[config.mk]
export PLATFORM = sky130hd
export DESIGN_NAME = switch_debounce_pair
export DESIGN_NICKNAME = d
export VERILOG_FILES = /design/src/rtl/switch_debounce_pair.sv
export SDC_FILE = /design/constraint.sdc
export NUM_CORES = 1
export LEC_CHECK = 0
export BUFFER_PORTS_ARGS = -buffer_cell sky130_fd_sc_hd__buf_4
export CORE_UTILIZATION = 45
export DETAILED_ROUTE_END_ITERATION = 10
export GPL_TIMING_DRIVEN = 0
export SKIP_LAST_GASP = 1
export SLEW_MARGIN = 20
export SYNTH_ARGS = -nofsm -noshare
export SYNTH_HDL_FRONTEND = slang
export SYNTH_SLANG_ARGS = --single-unit
[constraint.sdc]
create_clock -name i_Clk -period 4.2 [get_ports i_Clk]
set_input_delay 0.21 -clock i_Clk [delete_from_list [all_inputs] [get_ports i_Clk]]
set_output_delay 0.21 -clock i_Clk [all_outputs]
set_load 0.005 [all_outputs]
[src/rtl/switch_debounce_pair.sv]
// Two-channel switch front end: 2-flop synchronizer plus debounce counter per pin,
// AND of the debounced levels on o_LED_1. Define SWITCH_DEBOUNCE_PAIR_EDGE_EN for press/release pulses.
module switch_debounce_pair #(
    parameter int unsigned DEBOUNCE_LIMIT = 250000
) (
    input  logic i_Clk,
    input  logic i_Reset,
    input  logic i_Switch_1,
    input  logic i_Switch_2,
    output logic o_Switch_1,
    output logic o_Switch_2,
    output logic o_Press_1,
    output logic o_Press_2,
    output logic o_Release_1,
    output logic o_Release_2,
    output logic o_LED_1
);

    localparam int unsigned CW = $clog2(DEBOUNCE_LIMIT + 1);
    localparam logic [CW-1:0] CNT_LAST = CW'(DEBOUNCE_LIMIT - 1);

    logic [1:0]    pin;
    logic [1:0]    sync1;
    logic [1:0]    sync2;
    logic [1:0]    stable;
    logic [1:0]    accept;
    logic [CW-1:0] count [2];

    assign pin = {i_Switch_2, i_Switch_1};

    // A channel is accepted on the cycle its counter sits at the limit while still disagreeing.
    always_comb begin
        accept = '0;
        for (int unsigned ch = 0; ch < 2; ch++) begin
            accept[ch] = (sync2[ch] != stable[ch]) && (count[ch] == CNT_LAST);
        end
    end

    always_ff @(posedge i_Clk) begin
        if (i_Reset) begin
            sync1    <= '0;
            sync2    <= '0;
            stable   <= '0;
            count[0] <= '0;
            count[1] <= '0;
        end else begin
            sync1 <= pin;
            sync2 <= sync1;
            for (int unsigned ch = 0; ch < 2; ch++) begin
                if (sync2[ch] == stable[ch]) begin
                    count[ch] <= '0;
                end else if (accept[ch]) begin
                    stable[ch] <= sync2[ch];
                    count[ch]  <= '0;
                end else begin
                    count[ch] <= count[ch] + 1'b1;
                end
            end
        end
    end

    assign o_Switch_1 = stable[0];
    assign o_Switch_2 = stable[1];
    assign o_LED_1    = stable[0] & stable[1];

`ifdef SWITCH_DEBOUNCE_PAIR_EDGE_EN
    logic [1:0] press_q;
    logic [1:0] rel_q;

    // Pulses register alongside stable so they coincide with the first cycle of the new level.
    always_ff @(posedge i_Clk) begin
        if (i_Reset) begin
            press_q <= '0;
            rel_q   <= '0;
        end else begin
            press_q <= accept & sync2;
            rel_q   <= accept & ~sync2;
        end
    end

    assign o_Press_1   = press_q[0];
    assign o_Press_2   = press_q[1];
    assign o_Release_1 = rel_q[0];
    assign o_Release_2 = rel_q[1];
`else
    assign o_Press_1   = 1'b0;
    assign o_Press_2   = 1'b0;
    assign o_Release_1 = 1'b0;
    assign o_Release_2 = 1'b0;
`endif

endmodule

# ---- Yosys cells after proc, flatten, opt, wreduce, memory -nomap -nowiden
# Memory sizes are Yosys's and may differ from the RTL's.
# Cells that the tools add are included.
dict set report classes {
  add_sub_neg 2
  n_reduce_logical 4
  n_mux 30
  bitwise 9
  n_eq_ne 6
}
# op count
set op_table {}
lappend op_table {{$mux 18} 6}
lappend op_table {{$add 18x1->18 const B} 2}
lappend op_table {{$eq 18x18->1 const B} 2}
lappend op_table {{$mux 1} 24}
lappend op_table {{$or 1x1->1} 6}
lappend op_table {{$reduce_and 2->1} 2}
lappend op_table {{$eq 1x1->1} 2}
lappend op_table {{$logic_and 1x1->1} 2}
lappend op_table {{$ne 1x1->1} 2}
lappend op_table {{$not 1->1} 2}
lappend op_table {{$and 1x1->1} 1}
dict set report word_totals {
  output_inout_bits 7
  ff_bits 6
  ramBits 36
  elab_cells 56
  mem_count 1
}
# memory depth width rd rd_ports_with_merged_regs wr line_no
set memory_table {}
lappend memory_table {count 2 18 2 0 2 27} ;# logic [CW-1:0] count [2];

# ---- Logic depth before layout (Yosys ltp)
# Gate-level depths: netlist of the first run.
# An unclocked memory read counts as a cell.
dict set report depth {
  word_depth 9
  depth_mapped 5
  ltp_nobuf 5
}

# ---- Worst setup path before layout of the first run
# OpenSTA, ideal clock, no wires.
dict set report synth_timing {
  path_type {flip-flop to flip-flop}
  startpoint {memory count[1][4] in the netlist's numbering}
  endpoint {memory count[1][12] in the netlist's numbering, data pin}
  setup_slack_ps 2045
  synth_period_minus_slack_ps 2155
  arrival_ps 1901
  setup_time_ps 254
  n_path_buf 1
  required_time_ps 3946
  path_stages_with_launch 6
  cell_sequence {edfxtp_1 -> or4b_1 -> or4_4 -> o21ai_4 -> buf_6 -> nor2_1}
}
# element line_no
set synth_lines {}
lappend synth_lines {{start, declared} 27}

==> flow_metrics.py, run 1 <==
metrics = {
    "status": {
        "status": "finished clean",
    },
    "clocking": {
        "clockBufferDepth": 2,
        "numCtsBuffers": 5,
        "root_buffer": "clkbuf_8",
        "cts_resized": 0,
        "holdBufCountCts": 0,
        "cts_sinks": 42,
        "htree_levels": 2,
        "postCtsSetupBuffers": 0,
        "cts_tree": "done",
        "clkTransAtPathRegs_ps": 80,
        "clk_latency_ps": 290,
    },
    "timing": {
        "tns_ps": 0,
        "maxSlewHeadroom": 0.3909,
        "worstMarginPinSlew_ps": 903.8,
        "setup_violations": 0,
        "skew_ps": 7.946,
        "hold_slack_ps": 119.6,
        "rsz0062_at_grt": "no",
        "finalHoldViolCount": 0,
        "drv_slew": 0,
        "setup_ws_ps": 1569,
        "period_share": 0.6265,
        "layout_min_cycle_time_ps": 2631,
        "fmax_ghz": 0.3800,
    },
    "drt": {
        "drtPass1Iterations": 4,
        "wirelength_um": 3718,
        "via_per_inst": 4.708,
        "drc": 0,
        "ant_nets": 0,
        "drtIter0Drc": 51,
        "vias": 1549,
        "wl_per_cell_um": 11.30,
    },
    "synthesis": {
        "synth.ff_latch_count": 42,
        "syn_avg_cell_area_um2": 10.64,
        "synthesis.area_um2": 2245,
        "yosys_warnings": 0,
        "synthCells": 211,
        "seq_area_frac_synth": 0.5351,
        "ys_types": 33,
    },
    "floorplan": {
        "fp.dieW_um": 72.63,
        "die_area_um2": 5274,
        "core_um2": 4755,
        "row_count": 25,
        "io_pins": 11,
        "start_util": 0.4721,
        "die_y_um": 72.63,
    },
    "setup_path": {
        "cp.arrival_ps": 2660,
        "path_class": "reg2reg",
        "required_ps": 4230,
        "critical_path.endpoint_type": "flop",
        "crit_fanout": 10,
        "start_kind": "flop",
    },
    "final_layout": {
        "num_antenna_cells": 0,
        "final_common_cell": "nor2_1",
        "layout_common_cells": "42 x nor2_1, 40 x conb_1, 36 x edfxtp_1",
        "final_util": 0.5500,
        "final_nets": 267,
        "stdcell_area_um2": 2615,
        "instances_no_fill": 329,
        "layout-drive-gt1-share": 0.08779,
        "area_growth_syn_to_layout_pct": 16.50,
    },
    "placed_design": {
        "post-place-cells": 321,
        "dp_hpwl_um": 2764,
        "dpl_cell_area_um2": 2509,
        "io_buffers": 5,
        "pre_cts_ws_ps": 1529,
        "gp_congestion": 0.7502,
    },
    "pwr": {
        "p_per_area_nw_per_um2": 320.4,
        "ir_drop_v": 0.0002208,
        "p_leak_nw": 0.8854,
        "power_uw": 837.7,
    },
    "global_routing": {
        "grt_pass1_vias": 1504,
        "grt.overflow.total": 0,
        "antenna_found_initial": 0,
        "track_usage": 0.1640,
        "grt_pass1_wl_um": 6499,
        "grt_max_degree": 13,
    },
    "job": {
        "cap_violations": 0,
    },
    "worst_hold_path": {
        "hold_class": "in2reg",
    },
}
-- routing by layer --
layer	GRT usage	vias to the layer above	routed length, um	share of wire
li1	-	819	-	-
met1	0.1892	718	1741	0.47
met2	0.2908	8	1855	0.50
met3	0.04558	4	83	0.022
met4	0.05882	0	37	0.010
met5	0	-	0	0
-- path summary, 6_finish.rpt --
check | start | to | slack, ps | cells after the start
setup / recovery | count[0][0] | count[0][15] | 1570 | 5
setup reg to reg | count[0][0] | count[0][15] | 1570 | 5
hold / removal | i_Reset | sync2[1] | 120 | 2
hold reg to reg | sync1[1] | sync2[1] | 440 | 1
-- synth_stat cells --
master,instances,area [um^2]
edfxtp_1,36,1081
and2_1,2,12.51
o21ai_4,1,16.27
nor2_1,42,157.7
nor4_1,11,68.82
or4_1,2,15.01
nand4_2,1,12.51
nor3_1,5,25.02
mux2i_1,1,10.01
dfxtp_1,6,120.1
or2b_2,1,8.760
xor2_1,10,87.58
nor2b_1,5,31.28
or3_1,2,12.51
nand2b_1,2,12.51
or4_4,1,11.26
and4_1,3,26.28
xnor2_1,22,192.7
o21ai_0,3,15.01
o41ai_2,1,16.27
a21oi_1,2,10.01
nand4_1,12,75.07
clkbuf_1,1,3.750
or4b_1,1,10.01
inv_1,5,18.77
o41ai_1,1,8.760
conb_1,2,7.510
or2_2,1,6.260
nand3_1,12,60.06
buf_4,4,30.03
buf_6,2,22.52
nand2_1,9,33.78
ha_1,2,25.02
-- layout make-up --
type                       count  area, um^2
fill                         459        2140
sequential                    42        1201
multi-input combinational    195        1111
tap                           67       83.83
clock buffer                   7       76.32
buffer                         7       56.30
timing repair buffer           5       37.54
clock inverter                 1       30.03
inverter                       5       18.77
-- where the power goes --
part	internal [mW]	switching, mW
combinational	0.0191	0.0213
clock	0.178	0.131
sequential	0.469	0.0192
total	0.666	0.172
-- sequential cells by signal (all words and copies together) (netlist names) --
| register | cells |
|---|---|
| sync1 | 2 |
| sync2 | 2 |
| stable | 2 |
| count | 36 |
-- logic make-up (layout without fill, tap and decap cells) --
| kind of cell | count (synthesis) | after routing | share of synthesized area |
|---|---|---|---|
| AO/OA/AOI/OAI | 8 | 8 | 0.02955 |
| XOR/XNOR | 32 | 32 | 0.1249 |
| adder cells (fa/ha/maj) | 2 | 2 | 0.01115 |
| buffers and inverters | 12 | 25 | 0.03344 |
| flip-flops | 42 | 42 | 0.5351 |
| multiplexers | 1 | 1 | 0.004459 |
| other | 2 | 40 | 0.003346 |
| AND/OR/NAND/NOR | 112 | 112 | 0.2581 |
-- worst max-delay path, cell delays in order, from the launching register on --
cell,delay (ps)
edfxtp_1,420
ha_1,210
nand3_1,300
o41ai_2,890
clkbuf_1,430
nor2_1,110
(Power assumes the default switching activity.)
==> run 2, diff against run 1 <==
clock period = 2.7 ns   (was 4.2 ns; I/O delays follow)
==> flow_metrics.py, run 2 (synthesis gave the netlist of run 1 again) <==
metrics = {
    "global_routing": {
        "grt_max_degree": 13,
        "antenna_found_initial": 0,
        "grt_pass1_wl_um": 6499,
        "grt_pass1_vias": 1504,
        "grt.overflow.total": 0,
        "track_usage": 0.1640,
    },
    "timing": {
        "drv_slew": 0,
        "rsz0062_at_grt": "no",
        "period_share": 0.9070,
        "skew_ps": 7.961,
        "finalHoldViolCount": 0,
        "setup_ws_ps": 251.2,
        "fmax_ghz": 0.4084,
        "worstMarginPinSlew_ps": 607.3,
        "hold_slack_ps": 41.99,
        "tns_ps": 0,
        "setup_violations": 0,
        "layout_min_cycle_time_ps": 2449,
        "maxSlewHeadroom": 0.5937,
    },
    "drt": {
        "ant_nets": 0,
        "via_per_inst": 4.711,
        "drtIter0Drc": 57,
        "drc": 0,
        "wirelength_um": 3741,
        "wl_per_cell_um": 11.37,
        "vias": 1550,
        "drtPass1Iterations": 4,
    },
    "job": {
        "cap_violations": 0,
    },
    "clocking": {
        "clkTransAtPathRegs_ps": 80,
        "holdBufCountCts": 0,
        "clockBufferDepth": 2,
        "cts_sinks": 42,
        "clk_latency_ps": 290,
        "htree_levels": 2,
        "numCtsBuffers": 5,
        "cts_tree": "done",
        "root_buffer": "clkbuf_8",
    },
    "setup_path": {
        "cp.arrival_ps": 2480,
        "start_kind": "flop",
        "critPathSlowestCell": "o41ai_4",
        "crit_chain": "ha_1 -> nand3_1 -> o41ai_4 -> clkbuf_1 -> nor2_1",
        "critical_path.endpoint_type": "flop",
        "r2r_cells": 5,
        "path_class": "reg2reg",
        "required_ps": 2730,
        "timing.rr.start": "count[0][0]",
        "crit_fanout": 10,
        "critPathMaxStageDelay_ps": 690,
        "crit_start": "count[0][0]",
        "r2r_slack_ps": 250,
    },
    "pwr": {
        "switching_share": 0.2063,
        "p_seq_frac": 0.582,
        "power.internal_mw": 1.036,
        "power_frac_comb": 0.049,
        "p_per_area_nw_per_um2": 497.2,
        "p_leak_nw": 0.8880,
        "p_clk_frac": 0.369,
        "p_switching_uw": 269.3,
        "ir_drop_v": 0.0003436,
        "power_mw": 1.306,
    },
    "placed_design": {
        "pre_cts_ws_ps": 28.92,
        "io_buffers": 5,
        "dp_hpwl_um": 2764,
        "dpl_cell_area_um2": 2509,
        "gp_congestion": 0.7502,
    },
    "floorplan": {
        "start_util": 0.4721,
        "fp.dieW_um": 72.63,
        "row_count": 25,
        "core_um2": 4755,
        "io_pins": 11,
        "die_y_um": 72.63,
        "die_area_um2": 5274,
    },
    "final_layout": {
        "seqCellArea_um2": 1201,
        "nFillCells": 455,
        "stdcell_area_um2": 2626,
        "largest_reg_flops": 36,
        "area_growth_syn_to_layout_pct": 17.00,
        "layout-drive-gt1-share": 0.08779,
        "final_common_cell": "nor2_1",
        "layout_common_cells": "42 x nor2_1, 40 x conb_1, 36 x edfxtp_1",
        "top_register": "count",
        "multi_input_area_um2": 1122,
        "final_nets": 267,
        "num_antenna_cells": 0,
    },
    "worst_hold_path": {
        "hold_depth": 2,
        "min_from": "i_Reset",
        "hold_class": "in2reg",
    },
    "status": {
        "status": "finished clean",
    },
}
## run 2: changes by cell type in the layout (fill, tap and decap cells not counted)
cell | previous run | this run
o41ai_4 | 0 | 1
o41ai_2 | 1 | 0
## run 2: what timing repair did
item,CTS,global route
resized for setup,0,1
setup buffers,0,0
setup endpoints to repair,0,10
## run 2: routing by layer
| layer | track usage | wire [um] |
|---|---|---|
| met1 | 0.1892 | 1763 |
| met2 | 0.2908 | 1853 |
| met3 | 0.04558 | 87 |
| met4 | 0.05882 | 37 |
| met5 | 0 | 0 |
## run 2: power by group through the flow
| stage | Clock (mW) | Combinational (mW) | Sequential (mW) |
|---|---|---|---|
| floorplan | 0 | 0.0532 | 0.766 |
| global placement | 0 | 0.0609 | 0.773 |
| detailed placement | 0 | 0.0616 | 0.774 |
| CTS | 0.501 | 0.0621 | 0.759 |
| global route | 0.517 | 0.0743 | 0.765 |
| finish | 0.482 | 0.0637 | 0.760 |
## run 2: critical path, delay by kind of cell (launching register included)
| family | cells | cell delay, ps |
|---|---|---|
| compound gates | 1 | 690 |
| simple gates | 2 | 440 |
| flops | 1 | 420 |
| buf+inv | 1 | 420 |
| fa+ha+maj | 1 | 210 |
## run 2: cell type report
| type | count | share of cell area |
|---|---|---|
| flip-flops and latches | 42 | 0.4574 |
| multi-input cells | 195 | 0.4273 |
| well taps | 67 | 0.03192 |
| clock buffers | 7 | 0.02906 |
| plain buffers | 7 | 0.02144 |
| repair buffers | 5 | 0.01429 |
| clock inverters | 1 | 0.01143 |
| inverters | 5 | 0.007146 |
## run 2: path summary, 6_finish.rpt
check                  to
max          count[0][12]
min              sync2[1]
max reg2reg  count[0][12]
min reg2reg      sync2[1]
## run 2: stage by stage
stage | utilization | std cells
6_report | 0.5524 | 329
5_1_grt | 0.5524 | 329
3_3_place_gp | 0.5276 | 321
2_1_floorplan | - | 249
3_5_place_dp | 0.5276 | 321
4_1_cts | 0.5500 | 329
